## src/rtl/uart_rx_pkg.sv

```systemverilog
// Shared types and constants for the buffered UART receiver.
package uart_rx_pkg;

    localparam int unsigned BYTE_W = 8;

    typedef enum logic [2:0] {
        ST_IDLE      = 3'd0,
        ST_START     = 3'd1,
        ST_DATA      = 3'd2,
        ST_STOP      = 3'd3,
        ST_WAIT_IDLE = 3'd4
    } rx_state_e;

endpackage

```

## src/rtl/uart_rx_fifo.sv

```systemverilog
// First-word fall-through byte FIFO with wrap-bit pointers.
module uart_rx_fifo
    import uart_rx_pkg::*;
#(
    parameter int unsigned FIFO_AW = 3
) (
    input  logic              clk_core,
    input  logic              reset,
    input  logic              push,
    input  logic [BYTE_W-1:0] push_data,
    input  logic              pop,
    output logic [BYTE_W-1:0] head_data,
    output logic              full,
    output logic              empty,
    output logic [FIFO_AW:0]  count
);

    localparam int unsigned PTR_W = FIFO_AW + 1;
    localparam int unsigned DEPTH = 1 << FIFO_AW;

    logic [PTR_W-1:0]  wptr;
    logic [PTR_W-1:0]  rptr;
    logic [BYTE_W-1:0] mem [DEPTH];
    logic              do_push;
    logic              do_pop;

    assign empty = (wptr == rptr);
    assign full  = (wptr[FIFO_AW] != rptr[FIFO_AW]) &&
                   (wptr[FIFO_AW-1:0] == rptr[FIFO_AW-1:0]);
    assign count = wptr - rptr;

    // A pop on an empty FIFO is ignored; a pop frees the slot for a same-cycle push when full.
    assign do_pop  = pop & ~empty;
    assign do_push = push & (~full | do_pop);

    assign head_data = mem[rptr[FIFO_AW-1:0]];

    always_ff @(posedge clk_core or posedge reset) begin
        if (reset) begin
            wptr <= '0;
            rptr <= '0;
        end else begin
            if (do_push) wptr <= wptr + PTR_W'(1);
            if (do_pop)  rptr <= rptr + PTR_W'(1);
        end
    end

    always_ff @(posedge clk_core) begin
        if (do_push) mem[wptr[FIFO_AW-1:0]] <= push_data;
    end

endmodule

```

## src/rtl/uart_rx_buffered.sv

```systemverilog
// 8N1 UART receiver feeding a FWFT FIFO with sticky error flags.
// Optional flow control: define UART_RX_CTS_EN to drive cts_n from FIFO free space.
module uart_rx_buffered
    import uart_rx_pkg::*;
#(
    parameter int unsigned CLKS_PER_BIT = 16,
    parameter int unsigned FIFO_AW      = 3
) (
    input  logic              clk_core,
    input  logic              reset,
    input  logic              rx,
    output logic [BYTE_W-1:0] rd_data,
    output logic              rd_valid,
    input  logic              rd_ready,
    output logic              frame_err,
    output logic              overrun,
    input  logic              err_clear,
    output logic              cts_n
);

    localparam int unsigned CNT_W = 8;
    localparam int unsigned BIT_W = 3;

    rx_state_e         state;
    rx_state_e         state_nxt;
    logic              rx_meta;
    logic              rxs;
    logic [CNT_W-1:0]  cnt;
    logic [CNT_W-1:0]  cnt_nxt;
    logic [BIT_W-1:0]  bit_idx;
    logic [BIT_W-1:0]  bit_idx_nxt;
    logic [BYTE_W-1:0] shreg;
    logic [BYTE_W-1:0] shreg_nxt;
    logic              expire_c;
    logic              push_c;
    logic              ferr_set_c;
    logic              overrun_set_c;

    logic [BYTE_W-1:0] fifo_head;
    logic              fifo_full;
    logic              fifo_empty;
    logic [FIFO_AW:0]  fifo_count;

    // Two-flop synchronizer; idles high so reset never looks like a start edge.
    always_ff @(posedge clk_core or posedge reset) begin
        if (reset) begin
            rx_meta <= 1'b1;
            rxs     <= 1'b1;
        end else begin
            rx_meta <= rx;
            rxs     <= rx_meta;
        end
    end

    always_ff @(posedge clk_core or posedge reset) begin
        if (reset) begin
            state   <= ST_IDLE;
            cnt     <= '0;
            bit_idx <= '0;
            shreg   <= '0;
        end else begin
            state   <= state_nxt;
            cnt     <= cnt_nxt;
            bit_idx <= bit_idx_nxt;
            shreg   <= shreg_nxt;
        end
    end

    assign expire_c = (cnt <= CNT_W'(1));

    always_comb begin
        state_nxt   = state;
        cnt_nxt     = (cnt != '0) ? cnt - CNT_W'(1) : cnt;
        bit_idx_nxt = bit_idx;
        shreg_nxt   = shreg;
        push_c      = 1'b0;
        ferr_set_c  = 1'b0;
        case (state)
            ST_IDLE: begin
                if (!rxs) begin
                    cnt_nxt   = CNT_W'(CLKS_PER_BIT / 2);
                    state_nxt = ST_START;
                end
            end
            ST_START: begin
                if (expire_c) begin
                    if (!rxs) begin
                        cnt_nxt     = CNT_W'(CLKS_PER_BIT);
                        bit_idx_nxt = '0;
                        state_nxt   = ST_DATA;
                    end else begin
                        state_nxt = ST_IDLE;
                    end
                end
            end
            ST_DATA: begin
                if (expire_c) begin
                    shreg_nxt = {rxs, shreg[BYTE_W-1:1]};
                    cnt_nxt   = CNT_W'(CLKS_PER_BIT);
                    if (bit_idx == BIT_W'(BYTE_W - 1)) begin
                        state_nxt = ST_STOP;
                    end else begin
                        bit_idx_nxt = bit_idx + BIT_W'(1);
                    end
                end
            end
            ST_STOP: begin
                if (expire_c) begin
                    if (rxs) begin
                        push_c    = 1'b1;
                        state_nxt = ST_IDLE;
                    end else begin
                        ferr_set_c = 1'b1;
                        state_nxt  = ST_WAIT_IDLE;
                    end
                end
            end
            ST_WAIT_IDLE: begin
                if (rxs) state_nxt = ST_IDLE;
            end
            default: state_nxt = ST_IDLE;
        endcase
    end

    uart_rx_fifo #(
        .FIFO_AW (FIFO_AW)
    ) u_fifo (
        .clk_core  (clk_core),
        .reset     (reset),
        .push      (push_c),
        .push_data (shreg),
        .pop       (rd_ready),
        .head_data (fifo_head),
        .full      (fifo_full),
        .empty     (fifo_empty),
        .count     (fifo_count)
    );

    assign rd_valid = (fifo_count != '0);
    assign rd_data  = fifo_empty ? '0 : fifo_head;

    // A pop in the same cycle makes room, so only a push into a full, unread FIFO overruns.
    assign overrun_set_c = push_c & fifo_full & ~(rd_ready & rd_valid);

    // Sticky flags: a new event in the same cycle as err_clear keeps the flag set.
    always_ff @(posedge clk_core or posedge reset) begin
        if (reset) begin
            frame_err <= 1'b0;
            overrun   <= 1'b0;
        end else begin
            frame_err <= ferr_set_c    | (frame_err & ~err_clear);
            overrun   <= overrun_set_c | (overrun   & ~err_clear);
        end
    end

`ifdef UART_RX_CTS_EN
    localparam int unsigned DEPTH = 1 << FIFO_AW;

    logic [FIFO_AW:0] free_slots;

    assign free_slots = (FIFO_AW+1)'(DEPTH) - fifo_count;

    always_ff @(posedge clk_core or posedge reset) begin
        if (reset) begin
            cts_n <= 1'b0;
        end else begin
            cts_n <= (free_slots <= (FIFO_AW+1)'(2));
        end
    end
`else
    assign cts_n = 1'b0;
`endif

endmodule

```

## config.mk

```make
export PLATFORM = sky130hd
export DESIGN_NAME = uart_rx_buffered
export DESIGN_NICKNAME = d
export VERILOG_FILES = /design/src/rtl/uart_rx_pkg.sv /design/src/rtl/uart_rx_fifo.sv /design/src/rtl/uart_rx_buffered.sv
export SDC_FILE = /design/constraint.sdc
export NUM_CORES = 1
export LEC_CHECK = 0
export ABC_CLOCK_PERIOD_IN_PS = 4300
export CORE_ASPECT_RATIO = 0.75
export CORE_MARGIN = 3
export CORE_UTILIZATION = 55
export CTS_CLUSTER_DIAMETER = 50
export DETAILED_ROUTE_END_ITERATION = 6
export PLACE_DENSITY = 0.73
export SETUP_SLACK_MARGIN = 0.3
export SYNTH_ARGS = -nofsm -noshare
export SYNTH_HDL_FRONTEND = slang
export SYNTH_SLANG_ARGS = --single-unit
```

## constraint.sdc

```tcl
create_clock -name clk_core -period 4.3 [get_ports clk_core]
set_input_delay 1.29 -clock clk_core [delete_from_list [all_inputs] [get_ports clk_core]]
set_output_delay 1.29 -clock clk_core [all_outputs]
set_load 0.02 [all_outputs]
```

==> results.md, run 1 <==
- WHS Path Cells: 0
- Worst Hold Class: reg2reg
- Die W: 107 um
- Clock transition at the registers of the reported paths: 0.09 ns
- Max transition margin: 0.179
- Clk_skew: 0.00777 ns
- DR iter-0 viols: 194
- Worst hold slack: 0.359 ns
- DRC: 0
- DP Wirelength: 5.09 mm
- Achievable frequency: 270 MHz
- Synth area leader: edfxtp_1
- GPL Wtd Cong: 0.793
- Synthesized-area fraction occupied by adder cells: 0.0267
- Layout Cells excl Fill: 403
- Critical path class: reg2out
- Run status: finished, final reports clean
- Die area: 8760 sq um
- Pre-Repair DR Iteration Count: 5
- Largest family of logic cells by synthesized area: multiplexers
- Vias in the first global route: 2446
- Synth Area in Simple Gates: 0.108
- Reg-to-reg endpoint: u_fifo.mem[2][1]
- I/O pin cnt: 17
- Skew-Pair Late Insertion Delay: 0.35 ns
- WHS Endpoint: rxs
- Final setup vio count: 0
- Measured slew at the worst slew-check pin: 1.22 ns
- Port bufs: 15
- Worst Setup Start Kind: flop
- Slew Viols, Final: 0
- Net Sw Frac: 0.349
- Row count: 26
- Largest net degree at the start of global routing: 35
- Most common library cells after synthesis: edfxtp_1, dfrtp_1, nand2_1, mux4_2, nor2_1
- RSZ-0062 raised after global routing: no
- Total track usage: 0.204
- Post-synthesis mux area share: 0.113
- Reg2reg setup slack: 1.32 ns
- Power Dens Cells: 581 nW/um^2
- # hold bufs at CTS: 0
- Period Utilization, post-route: 0.862
- Final Hold Viols: 0
- Most frequent cell after synthesis: edfxtp_1
- Initial core utilization: 0.592
- Setup_tns: 0 ns
- CORE AREA: 7120 sq um
- Area Overhead vs Synth: 12.2%
- CTS tree: built
- Max rail drop VDD: 0.334 mV
- Reg-to-Reg Start: cnt[0]
- Placed Cells: 387
- Async set-reset flop share out of synthesis: 0.347
- Main area contributors after synthesis: edfxtp_1, dfrtp_1, mux4_2, ha_1, mux2_2
- Cell Area, Synth: 4220 sq um
- Clock sink count: 98
- Period minus WS final: 3.71 ns
- Pwr Total: 2.75 mW
- Avg Cell Area, Syn: 15.3 sq um
- Start point of the worst hold path: rx_meta
- Clock Power Share: 0.187
- Cells after Synth: 276
- CTS H-Tree Depth: 3
- CP arrival: 2.42 ns
- Final Core Density: 0.664
- First-pass GRT wire length: 13.1 mm
- Post-synth EDFFs: 64
- #FFs+latches synth: 98
- Congestion Overflow GR: 0
- CP required: 3.01 ns
- Root Buffer: clkbuf_8
- Share of cells above drive strength 1: 0.236
- Comb power frac: 0.369
- Max Root-Sink Buffers: 2
- Sequential fraction of design power: 0.444
- Final nets: 314
- Cts bufs inserted: 9
- Most used DFF post-synth: edfxtp_1
- Post-synthesis compound-gate area fraction: 0.0419
- Die extent in y: 81.8 um
- Setup repair bufs after CTS: 0
- Via count: 2374
- Post-DRT Antenna Nets: 0
- Synth Area in XOR/XNOR: 0.0291
- Synth Net Count: 290
- Switching power: 0.958 mW
- Crit end category: output port
- Yosys warning total: 0
- Total wire length: 7.90 mm
- Maximum Capacitance Violations: 0
- Distinct cells, synth: 50
- R2R depth: 6
- Via density: 5.89
- P_int: 1.79 mW
- Sequential area share after synthesis: 0.658
- Diode count: 0
- Share of the synthesized area in the top cell type: 0.456
- Initial antenna violation count: 0
- Lkg Pwr: 1.75 nW
- WL/cell: 19.6 um
- CP Max Fanout: 9
[cell families after synthesis]
kind of cell | Yosys count
DFF | 98
and+or+nand+nor | 79
AOI/OAI and AO/OA | 27
muxes | 26
buffers and inverters | 22
xor gates and xnor gates | 14
adders and majority gates | 9
other | 1
[placed cells by master, fill, tap and decap left out, types with 2 or more instances in the layout]
cell and instances:
a21oi_1 13, a22o_1 3, and3_2 2, buf_4 9, clkbuf_1 3, clkbuf_8 10, clkdlybuf4s50_1 14, dfrtp_1 30
dfrtp_2 2, dfstp_2 2, edfxtp_1 64, ha_1 9, inv_1 9, mux2_2 9, mux4_2 16, nand2_1 22
nand3_1 6, nand4_1 2, nand4_2 2, nor2_1 15, nor3_1 3, nor3b_1 2, nor4_1 2, nor4_2 8
o21ai_0 3, or4_1 2, xnor2_1 9, xor2_1 5
[through the flow]
step	cell area (sq um)	setup slack, ns
floorplan	4220	0.551
global placement	4550	0.639
detailed placement	4550	0.579
CTS	4720	0.235
global route	4730	0.391
finish	4730	0.593
[layout make-up]
cell class,count,area [sq um]
clock buffer,13,149
clock inverter,3,17.5
fill,511,2390
inverter,11,43.8
multi-input combinational,156,1400
sequential,98,2780
tap,98,123
timing repair buffer,24,220
[layer usage]
layer  routed length, um  global-route usage  vias up
met5                   0                   0        -
met4                  60              0.0562        0
met3                 410              0.0416        7
met2                3600               0.318       56
met1                3820               0.297     1218
li1                    -                   -     1093
[worst max-delay path by stage]
stage              startpoint          to  slack (ns)  cells past startpoint
2_1_floorplan  u_fifo.rptr[1]    rd_valid        0.55                      8
3_3_place_gp   u_fifo.wptr[0]  rd_data[7]        0.64                      6
3_5_place_dp   u_fifo.wptr[1]    rd_valid        0.58                      6
4_1_cts        u_fifo.wptr[2]    rd_valid        0.23                      5
5_1_grt        u_fifo.wptr[0]  rd_data[4]        0.39                      6
6_report       u_fifo.wptr[1]    rd_valid        0.59                      6
[power by group through the flow]
stage	logic [mW]	registers [mW]	clock network, mW
2_1_floorplan	0.737	1.19	0
3_3_place_gp	0.989	1.23	0
3_5_place_dp	1.01	1.23	0
4_1_cts	1.02	1.22	0.530
5_1_grt	1.13	1.24	0.567
6_report	1.02	1.22	0.513
[sequential cells by signal (all words and copies together), names as in the netlist]
name / cells
u_fifo.rptr: 4
rx_meta: 1
frame_err: 1
overrun: 1
bit_idx: 3
shreg: 8
cnt: 8
rxs: 1
u_fifo.mem: 64
state: 3
u_fifo.wptr: 4
[critical path, cell delays in order (launching register included)]
cell and delay, ns:
dfrtp_2 0.49, ha_1 0.33, nor2b_1 0.15, or4b_2 0.60
a21oi_1 0.16, o211ai_1 0.12, dlymetal6s2s_1 0.22
[repair_timing]
action / in CTS / in global routing
gates cloned: 0 / 0
setup endpoints to repair: 9 / 9
resized for setup: 2 / 5
Power figures use the tool's default switching activity.
==> inputs of run 2 (changes only) <==
--- a/config.mk
+++ b/config.mk
@@ -8,10 +8,11 @@
 export ABC_CLOCK_PERIOD_IN_PS = 4300
 export CORE_ASPECT_RATIO = 0.75
 export CORE_MARGIN = 3
-export CORE_UTILIZATION = 55
+export CORE_UTILIZATION = 32
 export CTS_CLUSTER_DIAMETER = 50
 export DETAILED_ROUTE_END_ITERATION = 6
-export PLACE_DENSITY = 0.73
+export HOLD_SLACK_MARGIN = 0.05
+export PLACE_DENSITY = 0.47
 export SETUP_SLACK_MARGIN = 0.3
 export SYNTH_ARGS = -nofsm -noshare
 export SYNTH_HDL_FRONTEND = slang
==> run 2 against run 1 <==
Compared with the run above:
- clock power increased by 51%
- combinational power about the same
- utilization decreased by 27 points
- via count decreased by 0.38%
- largest power group unchanged
- total power increased by 9.1%
- first-iteration DRC count decreased by 5.2%
- non-clock buffer count increased by 3
- sequential power about the same
==> results.md, run 2 (synthesis results as in run 1) <==
- Final Hold Viols: 0
- Largest register FFs: 64
- DP Wirelength: 5.70 mm
- Via density: 4.99
- Pre-Repair DR Iteration Count: 4
- CP required: 3.01 ns
- Commonest cells after routing, fill and taps aside: edfxtp_1, dfrtp_1, nand2_1
- Row count: 35
- Number of gates resized after CTS: 1
- Reg-to-reg endpoint: u_fifo.mem[0][4]
- Congestion Overflow GR: 0
- CTS tree: built
- Post-DRT Antenna Nets: 0
- Root Buffer: clkbuf_16
- Max transition margin: 0.437
- Clock sink count: 98
- # hold bufs at CTS: 0
- Port bufs: 15
- Power Dens Cells: 612 nW/um^2
- Crit-path max cell delay: 0.60 ns
- Area Overhead vs Synth: 16.2%
- RSZ-0062 raised after global routing: no
- Slowest cell on crit path: or4b_2
- Reg-to-Reg Start: cnt[0]
- Run status: finished, final reports clean
- CP Max Fanout: 9
- WL/cell: 18.2 um
- Clk_skew: 0.00589 ns
- Measured slew at the worst slew-check pin: 0.837 ns
- Reg2reg setup slack: 1.84 ns
- Largest net degree at the start of global routing: 20
- Crit end category: output port
- Period Utilization, post-route: 0.883
- Setup repair bufs after CTS: 0
- Vias in the first global route: 2440
- Final nets: 317
- Lkg Pwr: 1.82 nW
- DR iter-0 viols: 184
- Commonest non-fill, non-tap cell in the layout: edfxtp_1
- Achievable frequency: 263 MHz
- Die W: 139 um
- CORE AREA: 12600 sq um
- Max Root-Sink Buffers: 2
- Via count: 2365
- CP cell instances: ha_1 > nor2b_1 > or4b_2 > a21oi_1 > o211ai_1 > dlygate4sd2_1
- WHS Endpoint: rxs
- Slew Viols, Final: 0
- Critical path class: reg2out
- Share of cells above drive strength 1: 0.224
- Clock transition at the registers of the reported paths: 0.07 ns
- Die extent in y: 105 um
- Max rail drop VDD: 0.234 mV
- Total wire length: 8.65 mm
- Diode count: 0
- Period minus WS final: 3.80 ns
- Final Core Density: 0.390
- Final setup vio count: 0
- Skew-Pair Late Insertion Delay: 0.34 ns
- Setup_tns: 0 ns
- R2R depth: 7
- DRC: 0
- Initial core utilization: 0.335
- Total track usage: 0.127
- I/O pin cnt: 17
- Maximum Capacitance Violations: 0
- Worst Setup Start Kind: flop
- Cts bufs inserted: 9
- Largest delay share family, worst path: simple AND/OR/NAND/NOR gates
- CP bufs+invs: 1
- Die area: 14600 sq um
- Initial antenna violation count: 0
- GPL Wtd Cong: 0.731
- Layout Cells excl Fill: 474
- CP arrival: 2.51 ns
- CTS H-Tree Depth: 3
- Worst Hold Class: reg2reg
- First-pass GRT wire length: 14.1 mm
- Start point of the worst hold path: rx_meta
- WHS Path Cells: 0
- Placed Cells: 458
- Filler Cell Count: 1167
## run 2: cell types whose count changed in the layout (fill, tap and decap cells not counted), sizes merged
cell and delta:
inv +3, clkbuf -4, dlygate4sd2 +1, dlymetal6s2s -1, clkinvlp +1, buf +3
## run 2: worst max path at each step
stage	from	endpoint	slack (ns)	cells after the start
2_1_floorplan	u_fifo.rptr[1]	rd_valid	0.55	8
3_3_place_gp	u_fifo.wptr[1]	rd_valid	0.68	6
3_5_place_dp	u_fifo.wptr[1]	rd_valid	0.65	6
4_1_cts	u_fifo.wptr[0]	rd_data[0]	0.35	6
5_1_grt	u_fifo.wptr[0]	rd_data[0]	0.38	6
6_report	u_fifo.wptr[1]	rd_valid	0.50	6
## run 2: power breakdown
group	internal, mW	total (mW)	switching [mW]
clock	0.402	0.774	0.372
combinational	0.461	1.01	0.546
sequential	1.10	1.22	0.119
total	1.96	3.00	1.04
## run 2: cell type report
| cell class | instances | area, sq um | share of cell area |
|---|---|---|---|
| multi-input cells | 156 | 1350 | 0.276 |
| well taps | 166 | 208 | 0.0424 |
| inverters | 11 | 41.3 | 0.00843 |
| flip-flops and latches | 98 | 2780 | 0.567 |
| clock buffers | 9 | 225 | 0.0460 |
| clock inverters | 7 | 58.8 | 0.0120 |
| repair buffers | 27 | 239 | 0.0488 |
## run 2: metal layers
metal / global-route usage / wire length [um]
met1: 0.185 / 4360
met2: 0.187 / 3930
met3: 0.0390 / 285
met4: 0.0296 / 65
met5: 0 / 0
## run 2: per-stage QoR
step | cell area (sq um) | setup WS [ns] | total power [mW] | hold slack, ns
4_1_cts | 4890 | 0.346 | 3.04 | 0.365
3_5_place_dp | 4610 | 0.653 | 2.25 | 0.355
5_1_grt | 4900 | 0.378 | 3.19 | 0.374
6_report | 4900 | 0.501 | 3.00 | 0.365
3_3_place_gp | 4610 | 0.677 | 2.24 | 0.353
2_1_floorplan | 4220 | 0.551 | 1.92 | 0.345
